File: src/rtl/regbank_arb_pkg.sv
// regbank_arb_pkg
// Shared definitions for the register-bank write arbiter: the sequencer state
// encoding, default address/data widths and a helper that returns the number
// of registers addressed by an AW-bit address.
package regbank_arb_pkg;

  // Sequencer states: normal arbitration, clear sweep, one-cycle completion.
  typedef enum logic [1:0] {
    ARB   = 2'd0,
    CLEAR = 2'd1,
    DONE  = 2'd2
  } arb_state_e;

  localparam int AW_DEF = 3;
  localparam int DW_DEF = 8;

  // Number of registers reachable with an aw-bit address.
  function automatic int nregs(input int aw);
    return 1 << aw;
  endfunction

endpackage

File: src/rtl/rr_arbiter.sv
// rr_arbiter
// Purely combinational round-robin pick. The search starts one above the
// pointer and wraps, so the requester granted last has lowest priority.
// Ports:
//   valid_i     in  N_REQ  request vector
//   rr_ptr_i    in  PTR_W  index of the most recently served requester
//   grant_o     out N_REQ  one-hot grant (zero when nothing is valid)
//   winner_o    out PTR_W  index of the granted requester
//   any_valid_o out 1      at least one requester is valid
module rr_arbiter
  import regbank_arb_pkg::*;
#(
  parameter int N_REQ = 2,
  parameter int PTR_W = 1
) (
  input  logic [N_REQ-1:0] valid_i,
  input  logic [PTR_W-1:0] rr_ptr_i,
  output logic [N_REQ-1:0] grant_o,
  output logic [PTR_W-1:0] winner_o,
  output logic             any_valid_o
);

  logic [PTR_W-1:0] idx;
  logic             found;

  // Walk the requesters in priority order; the first valid one wins and
  // later candidates are masked off by 'found'.
  always_comb begin
    grant_o  = '0;
    winner_o = '0;
    idx      = '0;
    found    = 1'b0;
    for (int k = 1; k <= N_REQ; k++) begin
      idx = PTR_W'((int'(rr_ptr_i) + k) % N_REQ);
      if (!found && valid_i[idx]) begin
        grant_o[idx] = 1'b1;
        winner_o     = idx;
        found        = 1'b1;
      end
    end
    any_valid_o = found;
  end

endmodule

File: src/rtl/regbank_write_arbiter.sv
// regbank_write_arbiter
// Shares the single write port (we3/wa3/wd3) of the register bank among
// N_REQ requesters with round-robin arbitration and a valid/ready handshake.
// A clear sequencer writes zero to registers 1..2**AW-1 on command. Writes
// to address 0 are accepted but never reach the bank, because the bank
// aliases address 0 onto register 1.
// Ports:
//   clk, rst            clock (rising edge), asynchronous active-high reset
//   req_valid/req_ready per-requester handshake (ready is combinational)
//   req_addr/req_data   packed per-requester address/data slices
//   clr_start           request a clear sweep
//   clr_busy/clr_done   sweep in progress / one-cycle completion pulse
//   x0_drop             one-cycle pulse: an accepted write to address 0 dropped
//   we3/wa3/wd3         registered bank write port
//   grant_cnt           per-requester saturating grant counters, present only
//                       when REGARB_STATS_EN is defined
module regbank_write_arbiter
  import regbank_arb_pkg::*;
#(
  parameter int N_REQ = 2,
  parameter int AW    = AW_DEF,
  parameter int DW    = DW_DEF,
  parameter int CNT_W = 16
) (
  input  logic               clk,
  input  logic               rst,
  input  logic [N_REQ-1:0]   req_valid,
  output logic [N_REQ-1:0]   req_ready,
  input  logic [N_REQ*AW-1:0] req_addr,
  input  logic [N_REQ*DW-1:0] req_data,
  input  logic               clr_start,
  output logic               clr_busy,
  output logic               clr_done,
  output logic               x0_drop,
  output logic               we3,
  output logic [AW-1:0]      wa3,
  output logic [DW-1:0]      wd3
`ifdef REGARB_STATS_EN
  ,
  output logic [N_REQ*CNT_W-1:0] grant_cnt
`endif
);

  localparam int              PTR_W     = (N_REQ > 1) ? $clog2(N_REQ) : 1;
  localparam logic [AW-1:0]   LAST_ADDR = AW'(nregs(AW) - 1);
  localparam logic [PTR_W-1:0] PTR_INIT = PTR_W'(N_REQ - 1);

  arb_state_e       state_q, state_d;
  logic [PTR_W-1:0] rr_ptr_q, rr_ptr_d;
  logic [AW-1:0]    cnt_q, cnt_d;
  logic             we3_q, we3_d;
  logic [AW-1:0]    wa3_q, wa3_d;
  logic [DW-1:0]    wd3_q, wd3_d;
  logic             busy_q, busy_d;
  logic             done_q, done_d;
  logic             x0_q, x0_d;

  logic [N_REQ-1:0] grant;
  logic [PTR_W-1:0] winner;
  logic             any_valid;
  logic             arb_open;
  logic             transfer;
  logic [AW-1:0]    sel_addr;
  logic [DW-1:0]    sel_data;

  rr_arbiter #(
    .N_REQ (N_REQ),
    .PTR_W (PTR_W)
  ) u_rr (
    .valid_i     (req_valid),
    .rr_ptr_i    (rr_ptr_q),
    .grant_o     (grant),
    .winner_o    (winner),
    .any_valid_o (any_valid)
  );

  // Requesters are only served in ARB, and a pending clear request takes
  // precedence over every requester in the same cycle.
  assign arb_open  = (state_q == ARB) && !clr_start;
  assign req_ready = arb_open ? grant : '0;
  assign transfer  = arb_open && any_valid;

  // Mux out the winning requester's address and data slices.
  always_comb begin
    sel_addr = '0;
    sel_data = '0;
    for (int i = 0; i < N_REQ; i++) begin
      if (grant[i]) begin
        sel_addr = req_addr[i*AW +: AW];
        sel_data = req_data[i*DW +: DW];
      end
    end
  end

  // Next-state logic. Every port-facing output is registered, so the status
  // flags line up with the write they describe: clr_busy is high exactly
  // while the sweep writes are on the port, and clr_done follows the last.
  always_comb begin
    state_d  = state_q;
    rr_ptr_d = rr_ptr_q;
    cnt_d    = cnt_q;
    we3_d    = 1'b0;
    wa3_d    = wa3_q;
    wd3_d    = wd3_q;
    busy_d   = 1'b0;
    done_d   = 1'b0;
    x0_d     = 1'b0;
    case (state_q)
      ARB: begin
        if (clr_start) begin
          state_d = CLEAR;
        end else if (transfer) begin
          rr_ptr_d = winner;
          if (sel_addr != '0) begin
            we3_d = 1'b1;
            wa3_d = sel_addr;
            wd3_d = sel_data;
          end else begin
            x0_d = 1'b1;
          end
        end
      end
      CLEAR: begin
        we3_d  = 1'b1;
        wa3_d  = cnt_q;
        wd3_d  = '0;
        busy_d = 1'b1;
        cnt_d  = cnt_q + 1'b1;
        if (cnt_q == LAST_ADDR) begin
          state_d = DONE;
        end
      end
      DONE: begin
        done_d  = 1'b1;
        cnt_d   = AW'(1);
        state_d = ARB;
      end
      default: begin
        state_d = ARB;
      end
    endcase
  end

  // State and output registers; reset abandons any sweep in progress.
  always_ff @(posedge clk or posedge rst) begin
    if (rst) begin
      state_q  <= ARB;
      rr_ptr_q <= PTR_INIT;
      cnt_q    <= AW'(1);
      we3_q    <= 1'b0;
      wa3_q    <= '0;
      wd3_q    <= '0;
      busy_q   <= 1'b0;
      done_q   <= 1'b0;
      x0_q     <= 1'b0;
    end else begin
      state_q  <= state_d;
      rr_ptr_q <= rr_ptr_d;
      cnt_q    <= cnt_d;
      we3_q    <= we3_d;
      wa3_q    <= wa3_d;
      wd3_q    <= wd3_d;
      busy_q   <= busy_d;
      done_q   <= done_d;
      x0_q     <= x0_d;
    end
  end

  assign we3      = we3_q;
  assign wa3      = wa3_q;
  assign wd3      = wd3_q;
  assign clr_busy = busy_q;
  assign clr_done = done_q;
  assign x0_drop  = x0_q;

`ifdef REGARB_STATS_EN
  // One saturating counter per requester; counts every completed handshake,
  // including dropped address-0 writes, and is untouched by clear sweeps.
  for (genvar g = 0; g < N_REQ; g++) begin : g_stats
    logic [CNT_W-1:0] gcnt_q;

    always_ff @(posedge clk or posedge rst) begin
      if (rst) begin
        gcnt_q <= '0;
      end else if (transfer && grant[g] && (gcnt_q != '1)) begin
        gcnt_q <= gcnt_q + 1'b1;
      end
    end

    assign grant_cnt[g*CNT_W +: CNT_W] = gcnt_q;
  end
`endif

endmodule

File: config.mk
export PLATFORM = sky130hd
export DESIGN_NAME = regbank_write_arbiter
export DESIGN_NICKNAME = d
export VERILOG_FILES = /design/src/rtl/regbank_arb_pkg.sv /design/src/rtl/rr_arbiter.sv /design/src/rtl/regbank_write_arbiter.sv
export SDC_FILE = /design/constraint.sdc
export NUM_CORES = 1
export LEC_CHECK = 0
export ABC_AREA = 1
export ABC_CLOCK_PERIOD_IN_PS = 1550
export BUFFER_PORTS_ARGS = -buffer_cell sky130_fd_sc_hd__buf_2
export CAP_MARGIN = 40
export CELL_PAD_IN_SITES_DETAIL_PLACEMENT = 0
export CELL_PAD_IN_SITES_GLOBAL_PLACEMENT = 1
export CORE_AREA = 2 2 66 68
export DETAILED_ROUTE_END_ITERATION = 8
export DIE_AREA = 0 0 68 70
export PLACE_DENSITY_LB_ADDON = 0.1
export REMOVE_ABC_BUFFERS = 1
export SLEW_MARGIN = 20
export SYNTH_ARGS = -nofsm -noshare
export SYNTH_HDL_FRONTEND = slang
export SYNTH_SLANG_ARGS = --single-unit
export TNS_END_PERCENT = 20
File: constraint.sdc
create_clock -name clk -period 1.55 [get_ports clk]
set_input_delay 0.0775 -clock clk [delete_from_list [all_inputs] [get_ports clk]]
set_output_delay 0.0775 -clock clk [all_outputs]
set_load 0.1 [all_outputs]
==> flow_summary.ini, run 1 <==
[run_status]
result_of_the_run = finished clean

[power]
irDropWorstVdd_uv = 854
power-per-cell-area_nw_per_um2 = 2280
switching_power_mw = 2.31
clock_power_share_pct = 9.1
finalPower_mw = 4.04
sw_frac_of_total_pct = 57.3
total_internal_power_mw = 1.73
leakage_power_total_nw = 0.944
p_seq_share_pct = 23.0
comb_power_share_pct = 67.9

[grt]
grt_first_pass_wirelength_mm = 5.52
global_route.overflow_total = 0
largest_net_degree_at_the_start_of_global_routing = 22
number_of_antenna_violations_at_the_first_check_in_global_routing = 0
all_layer_gr_usage_pct = 15.3
grt_pass1_vias = 1236

[sta]
finalCriticalPeriod_ns = 1.54
slew-limit-headroom_pct = 67.7
worst_pin_slew_ns = 0.488
maxClockFrequency_mhz = 649
final_hold_viol_count = 0
final_worst_setup_slack_ns = 0.00802
grt_setup_unrepaired = yes
setup-violations-final = 0
final.setup_skew_ns = 0.00399
hold-worst-slack_ns = 0.0980
slew_viol_final = 0
final.period_utilization_pct = 99.5
fin_setup_tns_ns = 0

[cts]
max-clock-path-buffers = 2
clock_tree.root_cell = sky130_fd_sc_hd__clkbuf_8
htree_levels = 1
tritoncts = yes
insertion_delay_ns = 0.26
clkTransAtPathRegs_ns = 0.08
number_of_clock_buffers_inserted_by_tritoncts = 3
cts.sink_count = 21

[route]
drt_first_iter_violations = 46
drtAntennaViolNets = 0
routed-via-count = 1172
routed_wl_mm = 3.27
drt_drc_violations_left = 0
routedWlPerCell_um = 12.6
detail_route.first_pass.iterations = 4
viasPerCell = 4.53

[final_layout]
share_of_the_core_filled_with_cells_pct = 42.8
final_cells = 259
nNetsFinal = 241
flow.area_growth_from_synthesis_pct = 42.5
antenna-diode-count = 0
filler_cell_count = 432
share_of_layout_cells_above_drive_strength_1_pct = 48.8
stdcell_area_um2 = 1770

[worst_setup_path]
crit_arrival_ns = 1.46
critical_path_peak_fanout = 3
setup.worst_path.start = state_q[0]$_DFFE_PP0P_
r2r-start = rr_ptr_q$_DFFE_PP1P_
cp-start-kind = register
critPathKind = register to output pin
critPathRequiredTime_ns = 1.47
critical_path_sink_type = output pin

[placed_design]
hpwl_mm = 2.53
port_buffers = 43
preCtsSetupSlack_ns = -0.0170
detailed_place.area_um2 = 1600
globalplace.congestion = 0.792
numPlacedInstances = 248

[job]
max_cap_viol_count = 0

[die]
die_height_um = 70
num_io_pins = 44
die_area_um2 = 4760
placement_rows = 24
fp.coreArea_um2 = 4140
die_w_um = 68
initial_core_util_pct = 30.0

[yosys]
synth_area_leaders = sky130_fd_sc_hd__dfrtp_1 38%, sky130_fd_sc_hd__nand2_1 10%, sky130_fd_sc_hd__nand3_2 8.9%
yosys.area.top_type_share_pct = 38.2
synth-seq-area-share_pct = 42.5
syn_area_um2 = 1240
yosysWarningCount = 0
postSynthRegisterBits = 21
post_synth_num_cell_types = 24
synth_top_area_cell = sky130_fd_sc_hd__dfrtp_1
syn_avg_cell_area_um2 = 8.52
synthesis.instances = 146

[worst_hold_path]
min-delay-path-class = primary input to register
launch_point_of_the_worst_hold_path = req_valid[1]
sequential cells by signal (all words and copies together) (netlist names):
name	count
wa3	3
state_q	2
clr_busy	1
cnt_q	3
x0_drop	1
wd3	8
clr_done	1
we3	1
rr_ptr_q	1
power by group through the flow:
stage          Sequential, mW  Clock [mW]  Combinational (mW)
6_report                0.927       0.368                2.74
5_1_grt                 0.952       0.418                2.94
4_1_cts                 0.928       0.393                2.72
3_5_place_dp            0.935           0                2.57
3_3_place_gp            0.927           0                2.55
2_1_floorplan            1.98           0               0.885
area by class of cell:
type,count,area (um2),share of cell area (%)
Multi-Input combinational cell,104,659,37.2
Sequential cell,21,528,29.8
Timing Repair Buffer,62,394,22.2
Inverter,16,78.8,4.45
Tap cell,52,65.1,3.67
Clock buffer,3,41.3,2.33
Clock inverter,1,5.00,0.282
cell usage in the layout (no fill, tap or decap), types with 2 or more instances in the layout:
master / instances
sky130_fd_sc_hd__clkbuf_8: 3
sky130_fd_sc_hd__o22ai_1: 2
sky130_fd_sc_hd__nand2_2: 6
sky130_fd_sc_hd__inv_1: 8
sky130_fd_sc_hd__nand3_1: 20
sky130_fd_sc_hd__buf_12: 2
sky130_fd_sc_hd__buf_4: 17
sky130_fd_sc_hd__nor2_4: 4
sky130_fd_sc_hd__inv_2: 4
sky130_fd_sc_hd__dfstp_2: 2
sky130_fd_sc_hd__a21oi_1: 11
sky130_fd_sc_hd__inv_4: 2
sky130_fd_sc_hd__buf_2: 41
sky130_fd_sc_hd__o21ai_0: 4
sky130_fd_sc_hd__nand3_2: 12
sky130_fd_sc_hd__dfrtp_1: 19
sky130_fd_sc_hd__ha_1: 5
sky130_fd_sc_hd__nand2_1: 29
sky130_fd_sc_hd__nor2_1: 4
critical path, cell delays in order, from the launching register on:
cell                      delay [ns]
sky130_fd_sc_hd__dfrtp_1        0.39
sky130_fd_sc_hd__inv_2          0.09
sky130_fd_sc_hd__ha_4           0.14
sky130_fd_sc_hd__inv_4          0.03
sky130_fd_sc_hd__nor2_4         0.08
sky130_fd_sc_hd__buf_6          0.11
sky130_fd_sc_hd__inv_4          0.04
sky130_fd_sc_hd__nor2_4         0.13
sky130_fd_sc_hd__buf_12         0.18
layer usage:
metal	vias up	wire length (um)	GRT usage, %
li1	599	-	-
met1	550	1320	16.2
met2	21	1800	29.1
met3	2	126	3.70
met4	0	19	3.33
met5	-	0	0
synth_stat cells (all sizes together):
cell / number
a31oi: 1
nand2: 37
clkbuf: 1
ha: 6
buf: 4
o22ai: 2
nand3: 32
inv: 14
clkinv: 1
nor2: 8
a21oi: 11
o21ai: 6
dfstp: 2
or2: 1
dfrtp: 19
bufinv: 1
worst paths after layout:
check                                  endpoint  slack (ns)  cells after the start
max in group asynchronous  rr_ptr_q$_DFFE_PP1P_        0.89                      4
min reg2reg                rr_ptr_q$_DFFE_PP1P_        0.51                      2
min in group asynchronous    wa3[0]$_DFFE_PP0P_        0.38                      4
min                        rr_ptr_q$_DFFE_PP1P_         0.1                      3
max                                req_ready[0]       0.008                      8
max reg2reg                  wa3[2]$_DFFE_PP0P_        0.08                      9
logic make-up after synthesis:
family          count (synthesis)  share of synthesized area [%]
fa+ha+maj                       6                           6.04
buf+inv                        21                           9.56
flops                          21                           42.5
simple gates                   78                           33.6
compound gates                 20                           8.35
what timing repair did:
action	4_1_cts	5_1_grt
setup buffers	4	2
setup endpoints to repair	5	13
gates resized for setup	13	10
hold buffers	1	0
hold endpoints to repair	19	0
pin swaps	3	3
Power figures use the tool's default switching activity.
==> run 2: changes to the inputs <==
--- a/config.mk
+++ b/config.mk
@@ -11,13 +11,15 @@
 export CAP_MARGIN = 40
 export CELL_PAD_IN_SITES_DETAIL_PLACEMENT = 0
 export CELL_PAD_IN_SITES_GLOBAL_PLACEMENT = 1
-export CORE_AREA = 2 2 66 68
+export CORE_AREA = 2 2 67 69
 export DETAILED_ROUTE_END_ITERATION = 8
-export DIE_AREA = 0 0 68 70
+export DIE_AREA = 0 0 69 71
 export PLACE_DENSITY_LB_ADDON = 0.1
 export REMOVE_ABC_BUFFERS = 1
+export SKIP_LAST_GASP = 1
 export SLEW_MARGIN = 20
 export SYNTH_ARGS = -nofsm -noshare
 export SYNTH_HDL_FRONTEND = slang
+export SYNTH_HIERARCHICAL = 1
 export SYNTH_SLANG_ARGS = --single-unit
 export TNS_END_PERCENT = 20
==> run 2 against run 1 <==
Against the previous run:
- the run now ends with negative setup slack left
- core utilization is 2.4 points higher
- clock power is 3% lower
- hold slack better by 0.036 ns
- combinational power is 3% lower
- first-iteration DRC count is 22% higher
- largest cell class unchanged
==> flow_summary.ini, run 2 <==
[sta]
setup-violations-final = 11
slew-limit-headroom_pct = 67.4
final_hold_viol_count = 0
grt_setup_unrepaired = yes
final_worst_setup_slack_ns = -0.0624
final.setup_skew_ns = 0.00205
final.period_utilization_pct = 104
slew_viol_final = 0
finalCriticalPeriod_ns = 1.61
worst_pin_slew_ns = 0.493
maxClockFrequency_mhz = 620

[worst_setup_path]
cp-start-kind = register
critPathKind = register to register
critical_path_sink_type = register
critical_path_peak_fanout = 4
critPathRequiredTime_ns = 1.70
crit_arrival_ns = 1.77

[worst_hold_path]
min-delay-path-class = primary input to register

[final_layout]
stdcell_area_um2 = 1900
antenna-diode-count = 0
largest_reg_flops = 8
final_common_cell = sky130_fd_sc_hd__nand2_1
share_of_layout_cells_above_drive_strength_1_pct = 48.9
most_frequent_cells_in_the_layout = 45 x sky130_fd_sc_hd__nand2_1, 41 x sky130_fd_sc_hd__buf_2, 19 x sky130_fd_sc_hd__dfrtp_1, 15 x sky130_fd_sc_hd__buf_4
flow.area_growth_from_synthesis_pct = 46.8
nNetsFinal = 253

[power]
leakage_power_total_nw = 1.04
power-per-cell-area_nw_per_um2 = 2060
irDropWorstVdd_uv = 543

[route]
routedWlPerCell_um = 12.0
viasPerCell = 4.43
routed_wl_mm = 3.24
drtAntennaViolNets = 0
drt_drc_violations_left = 0
detail_route.first_pass.iterations = 4
routed-via-count = 1201
drt_first_iter_violations = 56

[cts]
insertion_delay_ns = 0.26
cts.sink_count = 21
htree_levels = 1
number_of_clock_buffers_inserted_by_tritoncts = 3
clkTransAtPathRegs_ns = 0.08
tritoncts = yes
max-clock-path-buffers = 2
clock_tree.root_cell = sky130_fd_sc_hd__clkbuf_8

[yosys]
postSynth.topFlopCell = sky130_fd_sc_hd__dfrtp_1
synthTopCellsByCount = 51 x sky130_fd_sc_hd__nand2_1, 19 x sky130_fd_sc_hd__dfrtp_1, 15 x sky130_fd_sc_hd__inv_1
syn_area_um2 = 1290
postSynthRegisterBits = 21
synth_most_common_cell = sky130_fd_sc_hd__nand2_1
post_synth_num_cell_types = 26
synthesis.instances = 155
synth-seq-area-share_pct = 40.9
synth_area_leaders = sky130_fd_sc_hd__dfrtp_1 37%, sky130_fd_sc_hd__nand2_1 15%, sky130_fd_sc_hd__nand3_2 7.0%
synth_top_area_cell = sky130_fd_sc_hd__dfrtp_1
syn_avg_cell_area_um2 = 8.34
yosysWarningCount = 6
yosys.area.top_type_share_pct = 36.8
synth_edf_count = 0
synth_async_sr_flop_share_pct = 100

[die]
die_area_um2 = 4900
num_io_pins = 44
initial_core_util_pct = 30.7
die_height_um = 71
die_w_um = 69
fp.coreArea_um2 = 4200
placement_rows = 24

[grt]
all_layer_gr_usage_pct = 14.1
number_of_antenna_violations_at_the_first_check_in_global_routing = 0
grt_pass1_vias = 1213
grt_first_pass_wirelength_mm = 5.62
largest_net_degree_at_the_start_of_global_routing = 22
global_route.overflow_total = 0

[placed_design]
hpwl_mm = 2.49
preCtsSetupSlack_ns = -0.0441
port_buffers = 43
globalplace.congestion = 0.750
detailed_place.area_um2 = 1650

[job]
max_cap_viol_count = 0

[run_status]
result_of_the_run = finished, violations left
violations = negative setup slack
[run 2: final cells by class]
| cell class | instances | area, um2 |
|---|---|---|
| inverter | 16 | 61.3 |
| timing repair buffer | 66 | 480 |
| clock buffer | 4 | 45.0 |
| tap | 52 | 65.1 |
| fill | 439 | 2310 |
| sequential | 21 | 528 |
| multi-input combinational | 112 | 717 |
[run 2: cell families (layout without fill, tap and decap cells)]
group | Yosys count | in the layout | share of synthesized area [%]
adder cells (fa/ha/maj) | 6 | 6 | 5.81
AND/OR/NAND/NOR | 95 | 95 | 39.7
flip-flops | 21 | 21 | 40.9
buffers and inverters | 22 | 86 | 9.39
AO/OA/AOI/OAI | 11 | 11 | 4.26
[run 2: worst paths after layout]
| path | start | end | slack, ns | cells past startpoint |
|---|---|---|---|---|
| min in group asynchronous | rst | clr_done$_DFF_PP0_ | 0.39 | 4 |
| max | rr_ptr_q$_DFFE_PP1P_ | wa3[2]$_DFFE_PP0P_ | -0.06 | 11 |
| min reg2reg | wd3[1]$_DFFE_PP0P_ | wd3[1]$_DFFE_PP0P_ | 0.50 | 2 |
| max in group asynchronous | rst | rr_ptr_q$_DFFE_PP1P_ | 0.88 | 4 |
| max reg2reg | rr_ptr_q$_DFFE_PP1P_ | wa3[2]$_DFFE_PP0P_ | -0.06 | 11 |
| min | req_valid[0] | rr_ptr_q$_DFFE_PP1P_ | 0.13 | 4 |
[run 2: critical path: stages, from the launching register on]
cell and delay (ns):
sky130_fd_sc_hd__dfstp_2 0.55, sky130_fd_sc_hd__nand2_1 0.06, sky130_fd_sc_hd__nand2_2 0.11, sky130_fd_sc_hd__nand2_2 0.08, sky130_fd_sc_hd__nor2_4 0.13, sky130_fd_sc_hd__nor2_4 0.05, sky130_fd_sc_hd__nand3_4 0.08, sky130_fd_sc_hd__nand2_4 0.08
sky130_fd_sc_hd__buf_4 0.15, sky130_fd_sc_hd__buf_4 0.13, sky130_fd_sc_hd__nand3_2 0.04, sky130_fd_sc_hd__nand2_1 0.05
[run 2: through the flow]
stage | utilization (%) | setup TNS (ns) | power [mW] | hold WS, ns | cells
after floorplan | - | -6.69 | 2.69 | 0.0525 | 149
after global placement | 39.3 | -0.116 | 3.27 | 0.118 | 257
after detailed placement | 39.3 | -0.326 | 3.32 | 0.131 | 257
after CTS | 44.0 | -0.482 | 3.91 | 0.123 | 270
after global routing | 45.1 | -1.42 | 4.20 | 0.174 | 271
final | 45.1 | -0.419 | 3.92 | 0.134 | 271
[run 2: report_power, final]
group	internal [mW]	switching, mW	total [mW]
Clock	0.183	0.174	0.357
Sequential	0.780	0.123	0.903
Combinational	0.766	1.89	2.66
[run 2: timing repair]
item                       in CTS  in global routing
resized for setup              18                 14
hold buffers                    1                  0
setup endpoints to repair      16                 19
buffers inserted                7                  1
hold endpoints to repair       19                  0
cloned                          1                  0
pin swaps                       5                 11
[run 2: routing by layer]
layer	track usage, %	routed length [um]	part of all wire [%]	up-vias
met5	0	0	0	-
met4	5.23	43	1.3	0
met3	3.13	189	5.8	4
met2	21.2	1450	45	37
met1	19.9	1560	48	533
li1	-	-	-	627
==> run 3: changes to the inputs <==
--- a/config.mk
+++ b/config.mk
@@ -11,9 +11,10 @@
 export CAP_MARGIN = 40
 export CELL_PAD_IN_SITES_DETAIL_PLACEMENT = 0
 export CELL_PAD_IN_SITES_GLOBAL_PLACEMENT = 1
-export CORE_AREA = 2 2 67 69
+export CORE_AREA = 2 2 66 68
+export CTS_BUF_LIST = sky130_fd_sc_hd__clkbuf_8
 export DETAILED_ROUTE_END_ITERATION = 8
-export DIE_AREA = 0 0 69 71
+export DIE_AREA = 0 0 68 70
 export PLACE_DENSITY_LB_ADDON = 0.1
 export REMOVE_ABC_BUFFERS = 1
 export SKIP_LAST_GASP = 1
@@ -22,4 +23,4 @@
 export SYNTH_HDL_FRONTEND = slang
 export SYNTH_HIERARCHICAL = 1
 export SYNTH_SLANG_ARGS = --single-unit
-export TNS_END_PERCENT = 20
+export TNS_END_PERCENT = 5
==> run 3 against run 2 <==
Against the previous run:
- the flow still finishes with violations (negative setup slack)
- total power decreased by 0.76%
- global-route usage up 0.87 points
- clock power rose by 3%
- first-iteration DRC count up 1.8%
- die area is 2.8% lower
- routed wire length shrank 1.8%
- combinational power shrank 2%
- design area shrank 3.4%
- non-clock buffer count down 2
- via count grew 0.75%
- critical endpoint is now req_ready[1]
==> flow_summary.ini, run 3 (synthesis results as in run 2) <==
[worst_setup_path]
r2r-start = rr_ptr_q$_DFFE_PP1P_
path_common_cell = sky130_fd_sc_hd__inv_2
number_of_cells_traversed_by_the_worst_register_to_register_path = 10
r2r_slack_ns = -0.01
crit_arrival_ns = 1.56
critical_path_peak_fanout = 4
critical_path_sink_type = output pin
cp_slowest_cell = sky130_fd_sc_hd__dfrtp_1
critPathRequiredTime_ns = 1.47
r2r_end = wd3[4]$_DFFE_PP0P_
crit_path_max_incr_delay_ns = 0.41
path_cells = inv_2 -> ha_4 -> inv_2 -> or2_4 -> nor2_4 -> buf_12
critPathKind = register to output pin
cp-start-kind = register

[final_layout]
final_common_cell = sky130_fd_sc_hd__nand2_1
stdcell_area_um2 = 1830
nNetsFinal = 251
largest_reg_flops = 8
most_frequent_cells_in_the_layout = 49 x sky130_fd_sc_hd__nand2_1, 41 x sky130_fd_sc_hd__buf_2, 19 x sky130_fd_sc_hd__dfrtp_1, 17 x sky130_fd_sc_hd__buf_4, 12 x sky130_fd_sc_hd__inv_1
filler_cell_count = 449
flow.area_growth_from_synthesis_pct = 41.8
share_of_layout_cells_above_drive_strength_1_pct = 46.1
share_of_the_core_filled_with_cells_pct = 44.2
antenna-diode-count = 0

[worst_hold_path]
launch_point_of_the_worst_hold_path = req_valid[0]
whs_endpoint = rr_ptr_q$_DFFE_PP1P_
min-delay-path-class = primary input to register
hold_path_depth = 4

[cts]
max-clock-path-buffers = 2
clock_tree.root_cell = sky130_fd_sc_hd__clkbuf_8
number_of_clock_buffers_inserted_by_tritoncts = 3
clkTransAtPathRegs_ns = 0.08
htree_levels = 1
tritoncts = yes
insertion_delay_ns = 0.26
cts.sink_count = 21

[sta]
grt_setup_unrepaired = yes
finalCriticalPeriod_ns = 1.64
worst_pin_slew_ns = 0.489
maxClockFrequency_mhz = 611
final_worst_setup_slack_ns = -0.0861
final.period_utilization_pct = 106
final.setup_skew_ns = 0.00325
slew-limit-headroom_pct = 67.6
slew_viol_final = 0
final_hold_viol_count = 0
hold-worst-slack_ns = 0.140
setup-violations-final = 13

[job]
max_cap_viol_count = 0

[placed_design]
port_buffers = 43
detailed_place.area_um2 = 1690
hpwl_mm = 2.55
globalplace.congestion = 0.782

[power]
irDropWorstVdd_uv = 650
leakage_power_total_nw = 1.02
power-per-cell-area_nw_per_um2 = 2120

[grt]
number_of_antenna_violations_at_the_first_check_in_global_routing = 0
global_route.overflow_total = 0
all_layer_gr_usage_pct = 15.0
grt_pass1_vias = 1207
largest_net_degree_at_the_start_of_global_routing = 22
grt_first_pass_wirelength_mm = 5.46

[route]
routed_wl_mm = 3.19
drt_first_iter_violations = 57
viasPerCell = 4.50
drtAntennaViolNets = 0
routed-via-count = 1210
detail_route.first_pass.iterations = 4
drt_drc_violations_left = 0
routedWlPerCell_um = 11.8

[die]
die_height_um = 70
initial_core_util_pct = 31.2
die_area_um2 = 4760
num_io_pins = 44
die_w_um = 68
fp.coreArea_um2 = 4140
placement_rows = 24

[run_status]
result_of_the_run = finished, violations left
violations = negative setup slack
==> run 3: changes by cell type in the layout (fill, tap and decap cells not counted), sizes merged <==
cell | before | now
clkbuf | 4 | 3
buf | 65 | 63
inv | 15 | 16
==> run 3: final cells by class <==
type / instances / area, um2 / area share [%]
flip-flops and latches: 21 / 528 / 28.8
inverters: 16 / 62.6 / 3.41
multi-input cells: 112 / 697 / 38.0
repair buffers: 64 / 434 / 23.7
well taps: 52 / 65.1 / 3.55
clock inverters: 1 / 5.00 / 0.273
clock buffers: 3 / 41.3 / 2.25
==> run 3: power by group <==
group / switching, mW / internal [mW]
Clock: 0.189 / 0.179
Combinational: 1.86 / 0.744
Sequential: 0.133 / 0.780
==> run 3: how the worst max path moves through the flow <==
| stage | start | endpoint |
|---|---|---|
| after CTS | state_q[1]$_DFFE_PP0P_ | req_ready[0] |
| after global routing | state_q[1]$_DFFE_PP0P_ | req_ready[1] |
| after detailed placement | rr_ptr_q$_DFFE_PP1P_ | wa3[1]$_DFFE_PP0P_ |
| after global placement | state_q[0]$_DFFE_PP0P_ | x0_drop$_DFF_PP0_ |
| after floorplan | rr_ptr_q$_DFFE_PP1P_ | req_ready[1] |
| final | state_q[1]$_DFFE_PP0P_ | req_ready[1] |
==> run 3: layer usage <==
layer	up-vias	track usage [%]	wire, um
li1	624	-	-
met1	550	21.7	1600
met2	34	21.8	1390
met3	2	3.38	166
met4	0	4.89	25
met5	-	0	0
==> run 3: what timing repair did <==
action,in CTS,in global routing
pin swaps,0,8
endpoints found under the hold margin,19,0
gates cloned,0,0
hold buffers,1,0
gates resized for setup,8,12
endpoints found under the setup margin,16,17
setup buffers,0,4
==> run 3: stage by stage <==
stage                     instances  total power, mW  TNS, ns  worst slack, ns
final                           269             3.89   -0.247          -0.0861
after global routing            269             4.21    -2.00           -0.166
after global placement          260             3.34  -0.0644          -0.0467
after CTS                       265             3.80   -0.733          -0.0679
after floorplan                 149             2.69    -6.69            -1.35
after detailed placement        260             3.38   -0.418          -0.0458
==> run 3: worst max-delay path: cells and delay by family, from the launching register on <==
family	cells	cell delay [ns]
DFF	1	0.41
adders and majority gates	1	0.13
buffers and inverters	3	0.31
and+or+nand+nor	2	0.44
